<file path="src/rtl/pdm_chan_scheduler_pkg.sv">
// Shared types and defaults for the PDM channel scheduler.
package pdm_pkg;
    localparam int NCH_DEF = 20;
    localparam int W_DEF   = 16;

    typedef enum logic {IDLE, SEND} sched_state_t;

    typedef logic [W_DEF-1:0] sample_t;
endpackage

</file>
<file path="src/rtl/pdm_chan_scheduler_mask_next.sv">
// Lowest-set-bit finder over a channel mask, plus any / exactly-one flags.
import pdm_pkg::*;

module chan_mask_next #(
    parameter int NCH = NCH_DEF,
    parameter int CW  = $clog2(NCH)
) (
    input  logic [NCH-1:0] mask,
    output logic [CW-1:0]  idx,
    output logic           any,
    output logic           one_hot_only
);
    always_comb begin
        idx = '0;
        // Descending scan so the lowest set bit is the last assignment.
        for (int k = NCH - 1; k >= 0; k--) begin
            if (mask[k]) idx = CW'(k);
        end
        any          = |mask;
        one_hot_only = any && ((mask & (mask - NCH'(1))) == '0);
    end
endmodule

</file>
<file path="src/rtl/pdm_chan_scheduler.sv">
// Snapshots all CIC channel outputs on each strobe and streams the enabled
// ones, lowest channel first, to the shared halfband stage.
import pdm_pkg::*;

module pdm_chan_scheduler #(
    parameter int NCH = NCH_DEF,
    parameter int W   = W_DEF,
    parameter int CW  = $clog2(NCH)
) (
    input  logic           clk,
    input  logic           rst,
    input  logic           en,
    input  logic           sample_stb,
    input  logic [NCH*W-1:0] ch_data,
    input  logic [NCH-1:0] ch_mask,
    input  logic           clr_ovr,
    output logic [W-1:0]   m_data,
    output logic [CW-1:0]  m_chan,
    output logic           m_valid,
    input  logic           m_ready,
    output logic           m_last,
    output logic           busy,
    output logic           overrun,
    output logic [15:0]    frame_cnt
);
    sched_state_t state, state_d;

    logic [NCH-1:0][W-1:0] snap;
    logic [NCH-1:0]        mask_q;
    logic [NCH-1:0]        mask_clr;

    logic [CW-1:0] first_idx, next_idx, cur_idx;
    logic          first_any, next_any, cur_any, next_one, first_one;
    logic          hs, last_hs, accept, ovr_evt;

    assign mask_clr = mask_q & ~(NCH'(1) << m_chan);

    chan_mask_next #(.NCH(NCH), .CW(CW)) u_first (
        .mask(ch_mask), .idx(first_idx), .any(first_any), .one_hot_only(first_one)
    );
    chan_mask_next #(.NCH(NCH), .CW(CW)) u_next (
        .mask(mask_clr), .idx(next_idx), .any(next_any), .one_hot_only(next_one)
    );
    // Only the one-hot flag of the live mask is used; it drives m_last.
    chan_mask_next #(.NCH(NCH), .CW(CW)) u_cur (
        .mask(mask_q), .idx(cur_idx), .any(cur_any), .one_hot_only(m_last)
    );

    assign m_valid = (state == SEND);
    assign busy    = (state == SEND);
    assign m_data  = snap[m_chan];

    always_comb begin
        state_d = state;
        hs      = m_valid && m_ready;
        last_hs = hs && m_last;
        // A strobe coinciding with the final handshake starts the next frame
        // back-to-back; any other strobe while sending is a lost frame.
        accept  = sample_stb && en && first_any && (state == IDLE || last_hs);
        ovr_evt = sample_stb && (state == SEND) && !last_hs;
        case (state)
            IDLE: if (accept) state_d = SEND;
            SEND: if (last_hs && !accept) state_d = IDLE;
            default: state_d = IDLE;
        endcase
    end

    always_ff @(posedge clk) begin
        if (rst) begin
            state     <= IDLE;
            snap      <= '0;
            mask_q    <= '0;
            m_chan    <= '0;
            overrun   <= 1'b0;
            frame_cnt <= '0;
        end else begin
            state <= state_d;
            if (accept) begin
                snap   <= ch_data;
                mask_q <= ch_mask;
                m_chan <= first_idx;
            end else if (hs) begin
                mask_q <= mask_clr;
                m_chan <= next_idx;
            end
            if (last_hs) frame_cnt <= frame_cnt + 16'd1;
            if (ovr_evt)      overrun <= 1'b1;
            else if (clr_ovr) overrun <= 1'b0;
        end
    end
endmodule

</file>
<file path="config.mk">
export PLATFORM = sky130hd
export DESIGN_NAME = pdm_chan_scheduler
export DESIGN_NICKNAME = d
export VERILOG_FILES = /design/src/rtl/pdm_chan_scheduler_pkg.sv /design/src/rtl/pdm_chan_scheduler_mask_next.sv /design/src/rtl/pdm_chan_scheduler.sv
export SDC_FILE = /design/constraint.sdc
export NUM_CORES = 1
export LEC_CHECK = 0
export BUFFER_PORTS_ARGS = -buffer_cell sky130_fd_sc_hd__buf_2
export CAP_MARGIN = 30
export CORE_UTILIZATION = 35
export DETAILED_ROUTE_END_ITERATION = 7
export GPL_ROUTABILITY_DRIVEN = 0
export SKIP_LAST_GASP = 1
export SLEW_MARGIN = 20
export SYNTH_ARGS = -nofsm -noshare
export SYNTH_HDL_FRONTEND = slang
export SYNTH_HIERARCHICAL = 1
export SYNTH_SLANG_ARGS = --single-unit
</file>
<file path="constraint.sdc">
create_clock -name clk -period 7.5 [get_ports clk]
set_clock_uncertainty 0.05 [all_clocks]
set_input_delay 0.75 -clock clk [delete_from_list [all_inputs] [get_ports clk]]
set_output_delay 0.75 -clock clk [all_outputs]
set_load 0.05 [all_outputs]
</file>
==> run metrics, run 1 <==
final-report hold violation count=0; Peak supply drop=~140 uV; vias in the first global route=~15000; Overflow after GRT=0; Final Max Slew Viols=0; root buf cell=clkbuf_16; Req. time, crit path=about 6700 ps; PostCTS Resize Cnt=0; unrepaired setup endpoints after global routing=no; mapped cell area=16400 um^2; slew margin rel.=0.285; fmax=approximately 220 MHz; Critical Path End Type=primary output; pwr dens=242 nW/um^2; Area growth, synth to finish=20.8%; hold-fix buffers at CTS=0; DRT Wirelength=roughly 56 mm; final non-filler cell total=just under 3000; CTS Buf Count=41; layout cells sized above 1=0.247; Setup TNS Final=0 ps; FF-to-FF path depth=11; status=complete, no violations; Max H-tree Level=2; Ports=between 300 and 400; DR WL/cell=19.4 um; die width=approximately 220 um; post-synthesis net count=~2300; Post-CTS Setup Bufs=0; final setup fails=0; Multi-input gate area=around 8400 um^2; floorplan row count=78; MaxCap Viol Count=0; period utilization=0.599; Final ANT Viol Nets=0; initial DRC count=around 1200; initial antenna violation count=14; FF/Latch Area=around 7300 um^2; TritonCTS clock tree=yes; maximum clock path buffer count=3; largest net degree at the start of global routing=between 200 and 250; Die H=between 200 and 250 um; placed cells=2816; HPWL after DPL=roughly 40 mm; mean post-synth cell area=around 8.3 um^2; worst-path fanout max=39; die area=approximately 48000 um^2; Vias=between 15000 and 20000; initial core utilization=0.358; filler cell count=approximately 4700; DR pass1 iterations=5; nets@finish=about 2600; Final min period=4500 ps; gate count of the mapped netlist=slightly below 2000; clock sink count=between 300 and 400; Pleak=about 7.6 nW; Hold WC Path Type=in -> reg; Crit Path Class=reg -> out; GRT Overall Usage=0.232; Hold Crit Depth=3; CP startpoint kind=register; PortBufs=386; clock-pin slew on the worst setup and hold paths=60 ps; via-per-instance ratio=5.24; DR DRC count=0; worst-skew pair later-pin latency=between 500 and 600 ps; first-pass GRT wire length=84.8 mm; actual slew at the worst max-slew pin=between 1000 and 1500 ps; core area=45800 um^2; Synthesis Warnings=6; Arr. time, crit path=~3700 ps
path summary, 6_finish.rpt:
check	startpoint	endpoint	slack, ps
hold reg to reg	snap[231]$_SDFFE_PP0P_	snap[231]$_SDFFE_PP0P_	400
setup / recovery	m_chan[0]$_SDFFE_PP0P_	m_data[15]	3000
hold / removal	ch_data[129]	snap[129]$_SDFFE_PP0P_	370
setup reg to reg	mask_q[2]$_SDFFE_PP0P_	snap[75]$_SDFFE_PP0P_	3040
critical path: stages, from the launching register on:
cell     delay (ps)
dfxtp_4         780
buf_4           700
mux4_1          660
mux2_2          290
a22oi_1         190
o21ai_0         170
buf_2           280
metrics by stage:
| stage | total power, mW | worst slack (ps) | cell area (um^2) | hold WS, ps | util |
|---|---|---|---|---|---|
| 6_report | 4.78 | 3000 | 19800 | 372 | 0.433 |
| 5_1_grt | 4.98 | 2550 | 19800 | 364 | 0.432 |
| 4_1_cts | 4.84 | 2870 | 19800 | 342 | 0.432 |
| 3_5_place_dp | 2.87 | 3050 | 18500 | 393 | 0.404 |
| 3_3_place_gp | 2.86 | 3140 | 18500 | 388 | 0.404 |
| 2_1_floorplan | 2.60 | 3480 | 16400 | 382 | - |
registers in the layout (all words and copies together) (netlist names):
register and count:
m_chan 5, snap 320, busy 1, mask_q 20, frame_cnt 16, overrun 1
layer usage:
layer  GRT usage  wire length (um)  vias to the layer above
met5           0                91                        -
met4      0.0718              1540                       14
met3      0.0491              3610                       98
met2       0.386             27000                      479
met1       0.298             24000                     7208
li1            -                 -                     7371
power breakdown:
part / internal (mW) / switching (mW)
registers: 2.03 / 0.0820
logic: 0.277 / 0.442
clock network: 1.13 / 0.820
total: 3.44 / 1.34
placed cells by master, fill, tap and decap left out, drive strengths merged, types with 5 or more instances in the layout:
cell / instances
nand2: 679
buf: 399
dfxtp: 363
a21oi: 351
mux4: 68
clkbuf: 58
nor2: 48
mux2i: 42
nand3: 31
a22oi: 21
o21a: 20
or4: 19
o21ai: 19
mux2: 15
a21boi: 12
inv: 12
nor4: 10
or3: 9
clkinv: 9
or2: 8
nor3: 7
o31ai: 7
diode: 6
nand2b: 5
nor2b: 5
a311oi: 5
nand4: 5
layout make-up:
cell class	instances	share of cell area
Multi-Input combinational cell	1443	0.422
Sequential cell	363	0.368
Timing Repair Buffer	399	0.104
Clock buffer	58	0.0597
Tap cell	600	0.0379
Clock inverter	13	0.00556
Inverter	11	0.00209
Antenna cell	6	0.000758
(Power assumes the default switching activity.)
==> run 2: changes to the inputs <==
--- a/config.mk
+++ b/config.mk
@@ -5,6 +5,7 @@
 export SDC_FILE = /design/constraint.sdc
 export NUM_CORES = 1
 export LEC_CHECK = 0
+export ABC_AREA = 1
 export BUFFER_PORTS_ARGS = -buffer_cell sky130_fd_sc_hd__buf_2
 export CAP_MARGIN = 30
 export CORE_UTILIZATION = 35
==> constraint.sdc (replaced) <==
create_clock -name clk -period 4.6 [get_ports clk]
set_clock_uncertainty 0.05 [all_clocks]
set_input_delay 0.46 -clock clk [delete_from_list [all_inputs] [get_ports clk]]
set_output_delay 0.46 -clock clk [all_outputs]
set_load 0.05 [all_outputs]
==> run 2 against run 1 <==
  * Flip-flop and latch count unchanged
  * Highest routed layer unchanged
  * Global-route usage up 2.3 points
  * Non-clock buffer count up 13
  * Critical endpoint is now m_data[12]
  * Worst setup slack worse by 2400 ps
  * Final cell count up 24%
  * Worst hold slack worse by 290 ps
==> run metrics, run 2 <==
via-per-instance ratio=5.02 (was 5.24); most frequent cells in the layout=nor2_1 (717), nand2_1 (619), buf_2 (379) (was nand2_1 (679), buf_2 (385), dfxtp_1 (359)); clock share of power=0.430 (was 0.409); largest registers=snap: 320 flops, mask_q: 20 flops, frame_cnt: 16 flops (unchanged); filler cell count=4994 (was 4655); Peak supply drop=242 uV (was 138 uV); crit-path cells=buf_4, nand2_2, inv_2, buf_4, nand2_1, nand2_1, nor2_1, nor2_1, nor2_1, nor2_1, buf_12 (was buf_4, mux4_1, mux2_2, a22oi_1, o21ai_0, buf_2); Final Core Density=0.436 (was 0.433); DR WL/cell=18.0 um (was 19.4 um); Reg2Reg Capture Point=snap[112]$_SDFFE_PP0P_ (was snap[75]$_SDFFE_PP0P_); core area=47800 um^2 (was 45800 um^2); Area growth, synth to finish=22.7% (was 20.8%); FF-to-FF path depth=16 (was 11); Hold WC Path Type=in -> reg (unchanged); fmax=approximately 250 MHz; Synthesis Warnings=6 (unchanged); clock-pin slew on the worst setup and hold paths=60 ps (about the same); Hold EP=snap[196]$_SDFFE_PP0P_ (was snap[129]$_SDFFE_PP0P_); CP startpoint kind=register (unchanged); first-pass GRT wire length=97.7 mm (was 84.8 mm); post-synthesis net count=2989 (was 2319); DRT Wirelength=64.2 mm (was 56.2 mm); commonest non-fill, non-tap cell in the layout=nor2_1 (was nand2_1); Comb power frac=0.155 (was 0.150); actual slew at the worst max-slew pin=935 ps (was 1070 ps); final setup fails=0 (unchanged); P_int=6.04 mW (was 3.44 mW); CTS Buf Count=42 (was 41); Vias=17900 (was 15200); post-layout instance area=20900 um^2 (was 19800 um^2); DR DRC count=0 (unchanged); HPWL after DPL=46.3 mm (was 39.7 mm); slack of the worst reg-to-reg path=1190 ps (was 3040 ps); gate count of the mapped netlist=2642 (was 1972); MaxCap Viol Count=0 (unchanged); unrepaired setup endpoints after global routing=no (unchanged); Max H-tree Level=2 (unchanged); CP max stage cell=buf_4 (was dfxtp_4); critical path's top delay family=buffers and inverters (unchanged); FF/Latch Area=7270 um^2 (was 7280 um^2); Overflow after GRT=0 (unchanged); final-report hold violation count=0 (unchanged); Final min period=approximately 4000 ps; TritonCTS clock tree=yes (unchanged); GRT Overall Usage=0.255 (was 0.232); mapped cell area=17000 um^2 (was 16400 um^2); layout cells sized above 1=0.181 (was 0.247); Ports=387 (unchanged); Setup TNS Final=0 ps (unchanged); most used cell, CP=nor2_1; Final Max Slew Viols=0 (unchanged); Max stage delay on crit path=480 ps (was 780 ps); Crit Path Class=reg -> out (unchanged); nets@finish=3273 (was 2606); maximum clock path buffer count=3 (unchanged); WHS=85.7 ps (was 372 ps); Final ANT Viol Nets=0 (unchanged); Multi-input gate area=8480 um^2 (was 8360 um^2); initial core utilization=0.355 (was 0.358); FF-to-FF Start=mask_q[4]$_SDFFE_PP0P_ (was mask_q[2]$_SDFFE_PP0P_); Arr. time, crit path=3470 ps (was 3700 ps); DR pass1 iterations=7 (was 5); initial antenna violation count=10 (was 14); Placed Area=19400 um^2 (was 18500 um^2); Post-CTS Setup Bufs=0 (unchanged); Req. time, crit path=4090 ps (was 6700 ps); P_sw=2.39 mW (was 1.34 mW); vias in the first global route=17200 (was 14600); Die H=222 um (was 218 um); floorplan row count=80 (was 78); switching part of the total power=0.284 (was 0.281); PortBufs=386 (unchanged); clock sink count=363 (unchanged); initial DRC count=1525 (was 1206); Critical Path End Type=primary output (unchanged); slew margin rel.=0.377 (was 0.285); worst-path fanout max=43 (was 39); status=complete, no violations (unchanged); PostCTS Resize Cnt=0 (unchanged); die width=222 um (was 218 um); mean post-synth cell area=6.44 um^2 (was 8.31 um^2); root buf cell=clkbuf_16 (unchanged); Hold Crit Depth=3 (unchanged); worst-skew pair later-pin latency=580 ps (was 550 ps); HP Start=ch_data[196] (was ch_data[129]); die area=49500 um^2 (was 47700 um^2); pwr dens=404 nW/um^2 (was 242 nW/um^2); sequential share of power=0.415 (was 0.441); Pleak=9.47 nW (was 7.63 nW); period utilization=0.864; largest net degree at the start of global routing=188 (was 203); Biggest register=snap (unchanged); hold-fix buffers at CTS=0 (unchanged); Buf+Inv Stages, Crit Path=4 (was 2); max FFs per register=320 (unchanged)
run 2: worst max-delay path by stage:
stage                                start                       to  slack (ps)  cells past startpoint
floorplan           mask_q[4]$_SDFFE_PP0P_   m_chan[1]$_SDFFE_PP0P_        1470                     20
global placement    mask_q[4]$_SDFFE_PP0P_  mask_q[12]$_SDFFE_PP0P_        1200                     20
detailed placement  m_chan[0]$_SDFFE_PP0P_   m_chan[4]$_SDFFE_PP0P_        1230                     18
CTS                 m_chan[1]$_SDFFE_PP0P_                m_data[4]         630                     10
global route        m_chan[1]$_SDFFE_PP0P_               m_data[12]         400                     11
finish              m_chan[1]$_SDFFE_PP0P_               m_data[12]         620                     11
run 2: worst reg2reg max path: stages (launching register included):
cell      delay, ps
dfxtp_1         330
nor2_1          220
nand2_2          80
nor2_2          110
inv_2            60
nor2_2           90
inv_2            70
nor2_4          100
inv_2            50
o21ai_0         190
o211ai_1        130
nor2_1          300
nand3_4         160
a21oi_4         630
buf_12          440
nor2_1          190
nor2_1          130
run 2: power by group through the flow:
stage | combinational, mW | clock, mW | sequential (mW)
2_1_floorplan | 0.818 | 0 | 3.52
3_3_place_gp | 1.29 | 0 | 3.55
3_5_place_dp | 1.30 | 0 | 3.56
4_1_cts | 1.31 | 3.69 | 3.49
5_1_grt | 1.45 | 3.82 | 3.52
6_report | 1.31 | 3.63 | 3.50
run 2: layout make-up:
type | count | share of cell area
diodes | 3 | 0.000360
clock buffers | 60 | 0.0579
clock inverters | 14 | 0.0133
inverters | 138 | 0.0252
multi-input cells | 1969 | 0.406
flip-flops and latches | 363 | 0.349
well taps | 615 | 0.0369
repair buffers | 412 | 0.111
run 2: routing by layer:
| layer | vias up | global-route usage | part of all wire | wire [um] |
|---|---|---|---|---|
| met3 | 148 | 0.0430 | 0.064 | 4140 |
| met5 | - | 0 | 0.0015 | 97 |
| met1 | 8167 | 0.338 | 0.45 | 28800 |
| met4 | 16 | 0.115 | 0.042 | 2670 |
| met2 | 673 | 0.404 | 0.44 | 28600 |
| li1 | 8931 | - | - | - |
run 2: stage by stage:
stage / total power [mW] / instances / setup WS [ps]
2_1_floorplan: 4.34 / 2642 / 1470
3_3_place_gp: 4.84 / 3497 / 1200
3_5_place_dp: 4.86 / 3497 / 1230
4_1_cts: 8.49 / 3571 / 626
5_1_grt: 8.78 / 3571 / 399
6_report: 8.43 / 3574 / 624
